$ cat src/rtl/sequence_collector.sv
// Trigger-paced collector: strobes TRIGGER toward a serializing peer, captures one
// value per high phase, and publishes the assembled frame with a one-cycle VALID_OUT.
module sequence_collector #(
  parameter int NUM_VALUES          = 4,
  parameter int WIDTH               = 8,
  parameter int TRIGGER_HIGH_CYCLES = 2,
  parameter int TRIGGER_LOW_CYCLES  = 2,
  parameter int TIMEOUT_CYCLES      = 16
) (
  input  logic                        CLK,
  input  logic                        RSTN,
  input  logic                        START,
  output logic                        BUSY,
  output logic                        TRIGGER,
  input  logic [WIDTH-1:0]            VALUE_IN,
  input  logic                        VALID_IN,
  output logic [NUM_VALUES*WIDTH-1:0] VALUES_OUT,
  output logic                        VALID_OUT,
  output logic                        TIMEOUT,
  output logic [1:0]                  DBG_STATE
);

  localparam int IDX_W = (NUM_VALUES > 1) ? $clog2(NUM_VALUES) : 1;
  localparam int CNT_W = $clog2(TIMEOUT_CYCLES + 1);

  typedef enum logic [1:0] {
    S_IDLE      = 2'd0,
    S_TRIG_HIGH = 2'd1,
    S_TRIG_LOW  = 2'd2,
    S_DONE      = 2'd3
  } state_t;

  state_t                        r_state, w_state_nxt;
  logic [IDX_W-1:0]              r_idx, w_idx_nxt;
  logic [CNT_W-1:0]              r_cnt, w_cnt_nxt, w_cnt_inc;
  logic                          r_got, w_got_nxt;
  logic [NUM_VALUES*WIDTH-1:0]   r_shadow, w_shadow_nxt;
  logic [NUM_VALUES*WIDTH-1:0]   r_values, w_values_nxt;
  logic                          r_trigger, w_trigger_nxt;
  logic                          r_busy, w_busy_nxt;
  logic                          r_valid_out, w_valid_out_nxt;
  logic                          r_timeout, w_timeout_nxt;

  // Saturate at the abort threshold so a long phase can never wrap back to zero.
  assign w_cnt_inc = (r_cnt >= CNT_W'(TIMEOUT_CYCLES)) ? r_cnt : r_cnt + CNT_W'(1);

  always_ff @(posedge CLK) begin
    if (!RSTN) begin
      r_state     <= S_IDLE;
      r_idx       <= '0;
      r_cnt       <= '0;
      r_got       <= 1'b0;
      r_shadow    <= '0;
      r_values    <= '0;
      r_trigger   <= 1'b0;
      r_busy      <= 1'b0;
      r_valid_out <= 1'b0;
      r_timeout   <= 1'b0;
    end else begin
      r_state     <= w_state_nxt;
      r_idx       <= w_idx_nxt;
      r_cnt       <= w_cnt_nxt;
      r_got       <= w_got_nxt;
      r_shadow    <= w_shadow_nxt;
      r_values    <= w_values_nxt;
      r_trigger   <= w_trigger_nxt;
      r_busy      <= w_busy_nxt;
      r_valid_out <= w_valid_out_nxt;
      r_timeout   <= w_timeout_nxt;
    end
  end

  always_comb begin
    w_state_nxt     = r_state;
    w_idx_nxt       = r_idx;
    w_cnt_nxt       = r_cnt;
    w_got_nxt       = r_got;
    w_shadow_nxt    = r_shadow;
    w_values_nxt    = r_values;
    w_trigger_nxt   = r_trigger;
    w_busy_nxt      = r_busy;
    w_valid_out_nxt = 1'b0;
    w_timeout_nxt   = 1'b0;
    case (r_state)
      S_IDLE: begin
        w_trigger_nxt = 1'b0;
        if (START) begin
          w_idx_nxt     = '0;
          w_cnt_nxt     = '0;
          w_got_nxt     = 1'b0;
          w_trigger_nxt = 1'b1;
          w_busy_nxt    = 1'b1;
          w_state_nxt   = S_TRIG_HIGH;
        end
      end
      S_TRIG_HIGH: begin
        w_cnt_nxt = w_cnt_inc;
        if (VALID_IN && !r_got) begin
          w_shadow_nxt[r_idx*WIDTH +: WIDTH] = VALUE_IN;
          w_got_nxt = 1'b1;
        end
        // A capture in this very cycle already counts toward leaving the phase.
        if ((r_got || VALID_IN) && (w_cnt_inc >= CNT_W'(TRIGGER_HIGH_CYCLES))) begin
          w_cnt_nxt     = '0;
          w_trigger_nxt = 1'b0;
          w_state_nxt   = S_TRIG_LOW;
        end else if (w_cnt_inc >= CNT_W'(TIMEOUT_CYCLES)) begin
          w_cnt_nxt     = '0;
          w_trigger_nxt = 1'b0;
          w_busy_nxt    = 1'b0;
          w_timeout_nxt = 1'b1;
          w_state_nxt   = S_IDLE;
        end
      end
      S_TRIG_LOW: begin
        w_cnt_nxt = w_cnt_inc;
        if (w_cnt_inc >= CNT_W'(TRIGGER_LOW_CYCLES)) begin
          w_cnt_nxt = '0;
          if (r_idx == IDX_W'(NUM_VALUES - 1)) begin
            w_values_nxt    = r_shadow;
            w_valid_out_nxt = 1'b1;
            w_state_nxt     = S_DONE;
          end else begin
            w_idx_nxt     = r_idx + IDX_W'(1);
            w_got_nxt     = 1'b0;
            w_trigger_nxt = 1'b1;
            w_state_nxt   = S_TRIG_HIGH;
          end
        end
      end
      S_DONE: begin
        w_busy_nxt  = 1'b0;
        w_state_nxt = S_IDLE;
      end
      default: w_state_nxt = S_IDLE;
    endcase
  end

  assign BUSY       = r_busy;
  assign TRIGGER    = r_trigger;
  assign VALUES_OUT = r_values;
  assign VALID_OUT  = r_valid_out;
  assign TIMEOUT    = r_timeout;
  assign DBG_STATE  = r_state;

endmodule

$ cat config.mk
export PLATFORM = sky130hd
export DESIGN_NAME = sequence_collector
export DESIGN_NICKNAME = d
export VERILOG_FILES = /design/src/rtl/sequence_collector.sv
export SDC_FILE = /design/constraint.sdc
export NUM_CORES = 1
export LEC_CHECK = 0
export CAP_MARGIN = 30
export CORE_MARGIN = 2
export CORE_UTILIZATION = 50
export CTS_CLUSTER_SIZE = 40
export DETAILED_ROUTE_END_ITERATION = 12
export GPL_ROUTABILITY_DRIVEN = 0
export PLACE_DENSITY_LB_ADDON = 0.2
export SYNTH_ARGS = -nofsm -noshare
export SYNTH_HDL_FRONTEND = slang
export SYNTH_SLANG_ARGS = --single-unit
$ cat constraint.sdc
create_clock -name CLK -period 2.4 [get_ports CLK]
set_input_delay 0.72 -clock CLK [delete_from_list [all_inputs] [get_ports CLK]]
set_output_delay 0.72 -clock CLK [all_outputs]
set_load 0.01 [all_outputs]
==> run summary, run 1 <==
The maximum clock frequency came out at 491 MHz. The TritonCTS buffer count came out at 9. Of all nets on the critical path, the largest fanout is 5. The total number of yosys warnings came out at 0. After detailed routing, the average wire length per cell comes to 14.0 um. In this run, distinct cell masters in the synthesized netlist total 41. The final number of max-transition violations came out at 0. In this run the worst hold path is classified as register to register. The critical path's largest stage delay came out at 0.57 ns.

The total placed instance area is 0.00400 mm^2. The flip-flop and latch count after synthesis is 78. For this design, the slowest cell found on the critical path is clkdlybuf4s50_1. The floorplan die height came out at 87.3 um. The flop-to-flop setup slack came out at 0.37 ns. The number of setup buffers added after CTS is 0. The die covers 0.00762 mm^2. In this run the mean area of a mapped cell was 9.54 um^2. The fraction of the yosys area taken by sequential cells came out at 45.0%. The arrival time reported for the critical path endpoint came out at 1.31 ns. The first global-routing pass estimated 11.6 mm of wire. The count of buffers inserted at the top-level ports came out at 49. The count of endpoints failing setup in the final report came out at 0. After floorplanning, the core was divided into 30 placement rows. The largest clock skew in the final design came out at 0.0133 ns.

The area used by multi-input combinational logic came out at 0.00174 mm^2. The final-layout fill cell count is 598. The number of hold-slack violations in the final timing report came out at 0.

Setup repair after global routing left no endpoint under its margin. From synthesis to final layout, the design area changed by 20.0%. Internal power comes to 1.82 mW. The depth of the worst register-to-register path came out at 7.

The overall die width is 87.3 um. Synthesis handed over a netlist of 364 instances. Counting along the longest clock path gives a buffer depth of 2. The number of buffers added to fix hold violations after cts came out at 0. The clock share of power came out at 35.4%. The critical register-to-register path startpoint is r_cnt[0]. The combinational fraction of design power is 9.5%. The core region area is 0.00676 mm^2. STA classifies the critical path endpoint as a primary output.

The total standard cell area after synthesis came out at 0.00347 mm^2. The reported leakage power came out at 1.38 nW. The path with the worst hold slack has its endpoint at r_shadow[28]. The critical path in this run is classified as register to primary output.

Grouping stages by cell kind, the critical path spends the most delay in buffers and inverters. VDD sags by at most 0.000334 V. The effective utilization at floorplan is 51.4%. Of the cells placed in the final design, the portion with a size suffix greater than 1 is 7.88%. In the post-synthesis netlist, the biggest area contributors are dfxtp_1, mux2i_1, a21boi_0. The number of instances on the worst hold path came out at 2. The DRC marker count from the first detailed-route iteration came out at 147. Of the total power, the share spent switching nets is 24.8%.

The max-slew headroom at the worst pin came out at 75.8%. The part of the cycle the worst path needs came out at 84.8%. The worst min-delay path startpoint is r_shadow[28]. After clock tree synthesis, the clock-pin slew on the worst setup and hold paths is 0.07 ns. In this run the number of cells on the critical path is 1. The overall global routing resource usage is 19.4%.

The sequential standard cell area is 0.00156 mm^2. In the routed design, unresolved DRC markers number 0. At the pin with the least slew margin, the transition time is 0.361 ns. The final instance area is 0.00417 mm^2. The largest area contributor in the synthesized netlist is dfxtp_1.

The max-capacitance violation count is 0. The via count of the first global-routing pass is 2449. The total power per unit cell area came out at 580 mW/mm^2. The routed wire length is 6.99 mm.

The signal on the critical path passes through clkdlybuf4s50_1. The number of gates resized after CTS came out at 0. The worst setup path is launched from a register.

Including well taps, the total number of placed cells is 484. On the final layout, the worst hold slack is 0.465 ns. The number of levels in the clock H-tree is 3. Dividing the detail-routed via count by the number of cells gives 5.29. The net count of the mapped netlist came out at 388.

The run finished with clean final reports. The number of nets with antenna violations after detailed routing is 0. The pin count of the biggest net entering global routing is 44.

TritonCTS built the clock tree. The initial antenna violation count came out at 0. CTS placed an instance of clkbuf_8 at the clock tree root.

Sequential cells burn 55.1% of the power. The clock sink total came out at 78. Cells fill 61.6% of the core in the end. The shortest clock period the worst path allows after layout came out at 2.03 ns. Detailed placement ended at an HPWL of 4.98 mm. The I/O pin total is 50.

The total grt overflow is 0. Of the post-synthesis cell area, the dominant cell type holds 45.0%. The total number of vias is 2642.

The endpoint identified for the worst register-to-register timing path is r_idx[1]. The final sum of negative setup slack is 0 ns. In this run the worst setup path begins at DBG_STATE[1].

Counting both buffers and inverters, the worst setup path holds a total of 1. The number of non-filler instances in the completed layout came out at 499. The repair_antennas step left the layout with diodes totalling 0. At the worst endpoint, the required time is 1.68 ns. In this run the power spent charging and discharging nets is 599 uW. The number of detailed-route iterations in the first pass came out at 4. Clock latency on the worst-skew pair, taken at its later pin, is 0.34 ns. The net count reported at finish is 439.
routing by layer:
layer  up-vias  share of wire [%]  GRT usage (%)
li1       1353                  -              -
met5         -                  0              0
met1      1212                 49           26.9
met2        67                 45           29.5
met4         0                1.4           7.55
met3        10                4.8           3.98
power groups by stage:
stage	Sequential (mW)	Combinational, mW	Clock (mW)
after floorplan	1.36	0.142	0
after global placement	1.36	0.227	0
after detailed placement	1.36	0.229	0
after CTS	1.33	0.231	0.871
after global routing	1.33	0.253	0.924
final	1.33	0.230	0.855
stage by stage:
stage          power (mW)  setup slack, ns
4_1_cts              2.43            0.355
6_report             2.42            0.365
2_1_floorplan        1.50            0.615
3_5_place_dp         1.59           0.0567
3_3_place_gp         1.59            0.147
5_1_grt              2.51            0.166
tightest hold or removal path: stages, from the launching register on:
cell      delay (ns)
dfxtp_1         0.31
nand2_1         0.05
a21boi_0        0.06
cells in the final DEF, fill, tap and decap left out, types with 2 or more instances in the layout:
master,instances
a211oi_1,2
a21boi_0,34
a21oi_1,3
and2_0,2
and2_1,5
and3_1,3
buf_4,10
clkbuf_8,10
clkdlybuf4s50_1,48
clkinv_2,3
dfxtp_1,78
ha_1,12
inv_1,11
mux2i_1,35
nand2_1,44
nand2b_1,2
nand3_1,36
nand4_1,3
nor2_1,9
nor2b_1,33
nor3_1,8
nor3b_1,2
o21ai_0,2
o32ai_1,3
or2_2,2
registers in the layout, summed over array words and instances, names as in the netlist:
name        cells
VALUES_OUT     32
r_shadow       32
r_cnt           5
DBG_STATE       2
r_idx           2
BUSY            1
TIMEOUT         1
TRIGGER         1
VALID_OUT       1
r_got           1
layout make-up:
cell class	instances	area share [%]
Tap cell	80	2.40
Sequential cell	78	37.5
Inverter	11	0.991
Multi-Input combinational cell	256	41.7
Timing Repair Buffer	59	13.5
Clock inverter	4	0.571
Clock buffer	11	3.39
worst max-delay path by stage:
stage	to	slack (ns)
floorplan	VALUES_OUT[10]	0.61
global placement	DBG_STATE[0]	0.15
detailed placement	TRIGGER	0.06
CTS	DBG_STATE[0]	0.36
global route	r_idx[1]	0.17
finish	DBG_STATE[1]	0.37
synthesized netlist by cell type, drive strengths merged:
| cell type | number |
|---|---|
| ha | 12 |
| o211ai | 1 |
| dfxtp | 78 |
| o221ai | 1 |
| and2 | 7 |
| o21ai | 2 |
| inv | 11 |
| clkbuf | 9 |
| nor4 | 1 |
| a21boi | 35 |
| o22ai | 1 |
| o31a | 1 |
| a21oi | 4 |
| nor3 | 9 |
| a32oi | 1 |
| nor3b | 2 |
| buf | 10 |
| or2 | 2 |
| nand4bb | 1 |
| nand4 | 3 |
| mux2i | 35 |
| a211oi | 2 |
| o221a | 1 |
| o21ba | 1 |
| and3 | 3 |
| nor2b | 33 |
| nand2 | 44 |
| o32ai | 3 |
| nor2 | 9 |
| nand2b | 2 |
| nand3 | 36 |
| a21o | 2 |
| a2bb2oi | 1 |
| a31oi | 1 |
logic make-up (layout without fill, tap and decap cells):
family | Yosys count | in the layout | share of synthesized area (%)
multiplexers | 35 | 35 | 10.1
adder cells (fa/ha/maj) | 12 | 12 | 4.33
AO/OA/AOI/OAI | 57 | 57 | 13.1
buffers and inverters | 30 | 85 | 4.97
AND/OR/NAND/NOR | 152 | 152 | 22.5
flip-flops | 78 | 78 | 45.0
(Power assumes the default switching activity.)
==> run 2, diff against run 1 <==
--- a/config.mk
+++ b/config.mk
@@ -7,7 +7,7 @@
 export LEC_CHECK = 0
 export CAP_MARGIN = 30
 export CORE_MARGIN = 2
-export CORE_UTILIZATION = 50
+export CORE_UTILIZATION = 49
 export CTS_CLUSTER_SIZE = 40
 export DETAILED_ROUTE_END_ITERATION = 12
 export GPL_ROUTABILITY_DRIVEN = 0
==> constraint.sdc (replaced) <==
create_clock -name CLK -period 1.7 [get_ports CLK]
set_input_delay 0.51 -clock CLK [delete_from_list [all_inputs] [get_ports CLK]]
set_output_delay 0.51 -clock CLK [all_outputs]
set_load 0.01 [all_outputs]
==> run 2 against run 1 <==
Net effect:
- the flow now finishes with violations (setup timing)
- routed wire length increased by 17%
- register-to-register slack lost 0.51 ns
- worst hold slack lost 0.0060 ns
- setup slack worse by 0.51 ns
- global-route usage is 2.6 points higher
- combinational power is 85% higher
- power is 61% higher
- clock power rose by 86%
- sequential power grew 41%
- clock skew fell by 0.0020 ns
==> run summary, run 2 (synthesis results as in run 1) <==
The flow ran to the end, but the final reports show violations. The checks that failed: setup timing. The final-layout fill cell count is 529 (-12%). The worst-case clock buffer depth came out at 2 (unchanged). The max-capacitance violation count is 0 (unchanged). The shortest clock period the worst path allows after layout came out at 1.84 ns. The post-route DRC violation count came out at 0 (unchanged). The reported leakage power came out at 1.83 nW (+32%). The top cell types in the final layout, fill and taps aside, are dfxtp_1, nand2_1, dlygate4sd2_1. The worst setup path is launched from a register.

The arrival time reported for the critical path endpoint came out at 2.08 ns (+0.77 ns). The number of hold-slack violations in the final timing report came out at 0 (unchanged). The number of placement rows is 30 (unchanged).

The number of buffer and inverter instances along the worst setup path came out at 2 (+1). The count of endpoints failing setup in the final report is 19 (+19). The flop-to-flop setup slack came out at -0.14 ns (-0.51 ns). The initial antenna violation count came out at 0 (unchanged). The peak fanout along the critical path is 4 (-1). Of the available clock period, the critical path in the final layout requires 108%.

The area used by multi-input combinational logic is 0.00186 mm^2 (+7.0%). Leaving out fill and tap cells, the most frequent cell in the layout is dfxtp_1. Setup repair after global routing could not meet its margin everywhere.

The overall global routing resource usage came out at 22.0% (+2.6 points). The critical path's largest stage delay is 0.38 ns (-0.19 ns). Broken down by cell family, the worst path's largest delay share belongs to compound AO/OA/AOI/OAI gates. The TritonCTS buffer count is 9 (unchanged). The largest clock skew in the final design is 0.0114 ns (-0.00196 ns).

The worst hold slack came out at 0.459 ns (-0.00603 ns). The core region area is 0.00683 mm^2 (+1.1%). The I/O pin total is 50 (unchanged). The clock insertion delay at the later pin of the skew report is 0.35 ns (about the same). The number of detailed-route iterations in the first pass is 4 (unchanged). TritonCTS built the clock tree.

The global-route wire length before repair was 13.3 mm (+14%). The effective utilization at floorplan is 50.8% (-0.56 points). The slew at the pin with the worst max-slew slack came out at 0.400 ns (+0.0394 ns). The number of nets with antenna violations after detailed routing came to 0 (unchanged).

The worst setup slack after layout came out at -0.140 ns (-0.506 ns). The overall die width came to 88.2 um (+0.97%). The via count of the first global-routing pass came out at 2747 (+12%). The worst setup path is captured at a register.

The total number of vias came to 2882 (+9.1%). The count of buffers inserted at the top-level ports came out at 49 (unchanged). The worst hold path belongs to the class register to register.

The critical path in this run is classified as register to register. The detailed placer's ending HPWL is 5.17 mm (+3.9%). The total power consumption of the routed design came to 3.89 mW (+61%). The cell type of the slowest stage on the worst timing path is dfxtp_4.

The net count reported at finish came to 473 (+7.7%). The cell sitting at the root of the clock tree is a clkbuf_8. The worst endpoint required time is 1.94 ns (+0.26 ns). The wire length per cell is 14.9 um (+6.4%).

The total instance count after detailed placement came out at 523 (+8.1%). The final number of max-transition violations is 0 (unchanged). The die outline area came out at 0.00777 mm^2 (+1.9%). The final antenna diode count came out at 0 (unchanged). The number of levels in the clock H-tree came to 3 (unchanged).

The maximum clock frequency is 543 MHz. The pin count of the biggest net entering global routing is 78 (+77%). The max-slew headroom at the worst pin is 73.2% (-2.5 points). The total grt overflow came out at 0 (unchanged).

The DRC marker count from the first detailed-route iteration came out at 160 (+8.8%). The clock sink total is 78 (unchanged). The signal on the critical path passes through ha_4 -> buf_4 -> buf_4 -> a31oi_2 -> a32oi_2 -> o21ba_2 -> o221a_2. The sequential standard cell area is 0.00157 mm^2 (+0.80%). The most common cell type on the critical path is buf_4. The worst IR drop on VDD came out at 0.000601 V (+80%). The number of buffers added to fix hold violations after cts is 0 (unchanged).

The total power per unit cell area came out at 824 mW/mm^2 (+42%). The fraction of final layout cells with drive strength greater than 1 came to 21.6% (+14 points). The mean number of vias per cell was 5.24 (-1.0%). The floorplan die height is 88.2 um (+0.97%). The number of non-filler instances in the completed layout is 550 (+10%).

The routed wire length is 8.20 mm (+17%). From synthesis to final layout, the design area changed by 36.0%. The register clock-pin slew on the reported worst setup and hold paths is 0.09 ns (+0.02 ns).
## run 2: timing repair
item,4_1_cts,5_1_grt
buffers inserted,6,3
setup endpoints to repair,78,77
gates cloned,3,0
pin swaps,6,3
resized for setup,53,28
## run 2: metal layers
layer	part of all wire [%]	vias up	track usage [%]
li1	-	1427	-
met1	45	1364	30.3
met2	48	79	33.9
met3	4.8	12	4.05
met4	1.5	0	9.23
met5	0	-	0
## run 2: report_power, final
group | leakage [nW] | internal [mW] | switching, mW
combinational | 1.08 | 0.215 | 0.210
clock | 0.109 | 0.874 | 0.713
sequential | 0.633 | 1.85 | 0.0239
total | 1.83 | 2.94 | 0.947
## run 2: worst reg2reg max path: cells and delay by family (launching register included)
kind | cells | cell delay (ns)
flops | 1 | 0.38
buf+inv | 2 | 0.27
compound gates | 4 | 0.92
fa+ha+maj | 1 | 0.18
## run 2: path summary, 6_finish.rpt
path                     start            to  depth (start not counted)
setup / recovery      r_cnt[0]  DBG_STATE[0]                          7
hold / removal    r_shadow[27]  r_shadow[27]                          2
setup reg to reg      r_cnt[0]  DBG_STATE[0]                          7
hold reg to reg   r_shadow[27]  r_shadow[27]                          2
## run 2: layout make-up
cell class | count | area share, %
flip-flops and latches | 78 | 33.4
repair buffers | 93 | 18.9
multi-input cells | 256 | 39.4
well taps | 96 | 2.55
inverters | 11 | 0.981
clock buffers | 10 | 2.92
clock inverters | 6 | 1.96
## run 2: per-stage QoR
step	setup TNS [ns]	util [%]	worst slack, ns	instance area [um^2]
floorplan	-0.179	-	-0.0112	3510
global placement	-11.17	62.5	-0.301	4270
detailed placement	-12.97	62.5	-0.329	4270
CTS	-0.913	68.0	-0.0904	4650
global route	-4.21	69.1	-0.184	4720
finish	-1.32	69.1	-0.140	4720
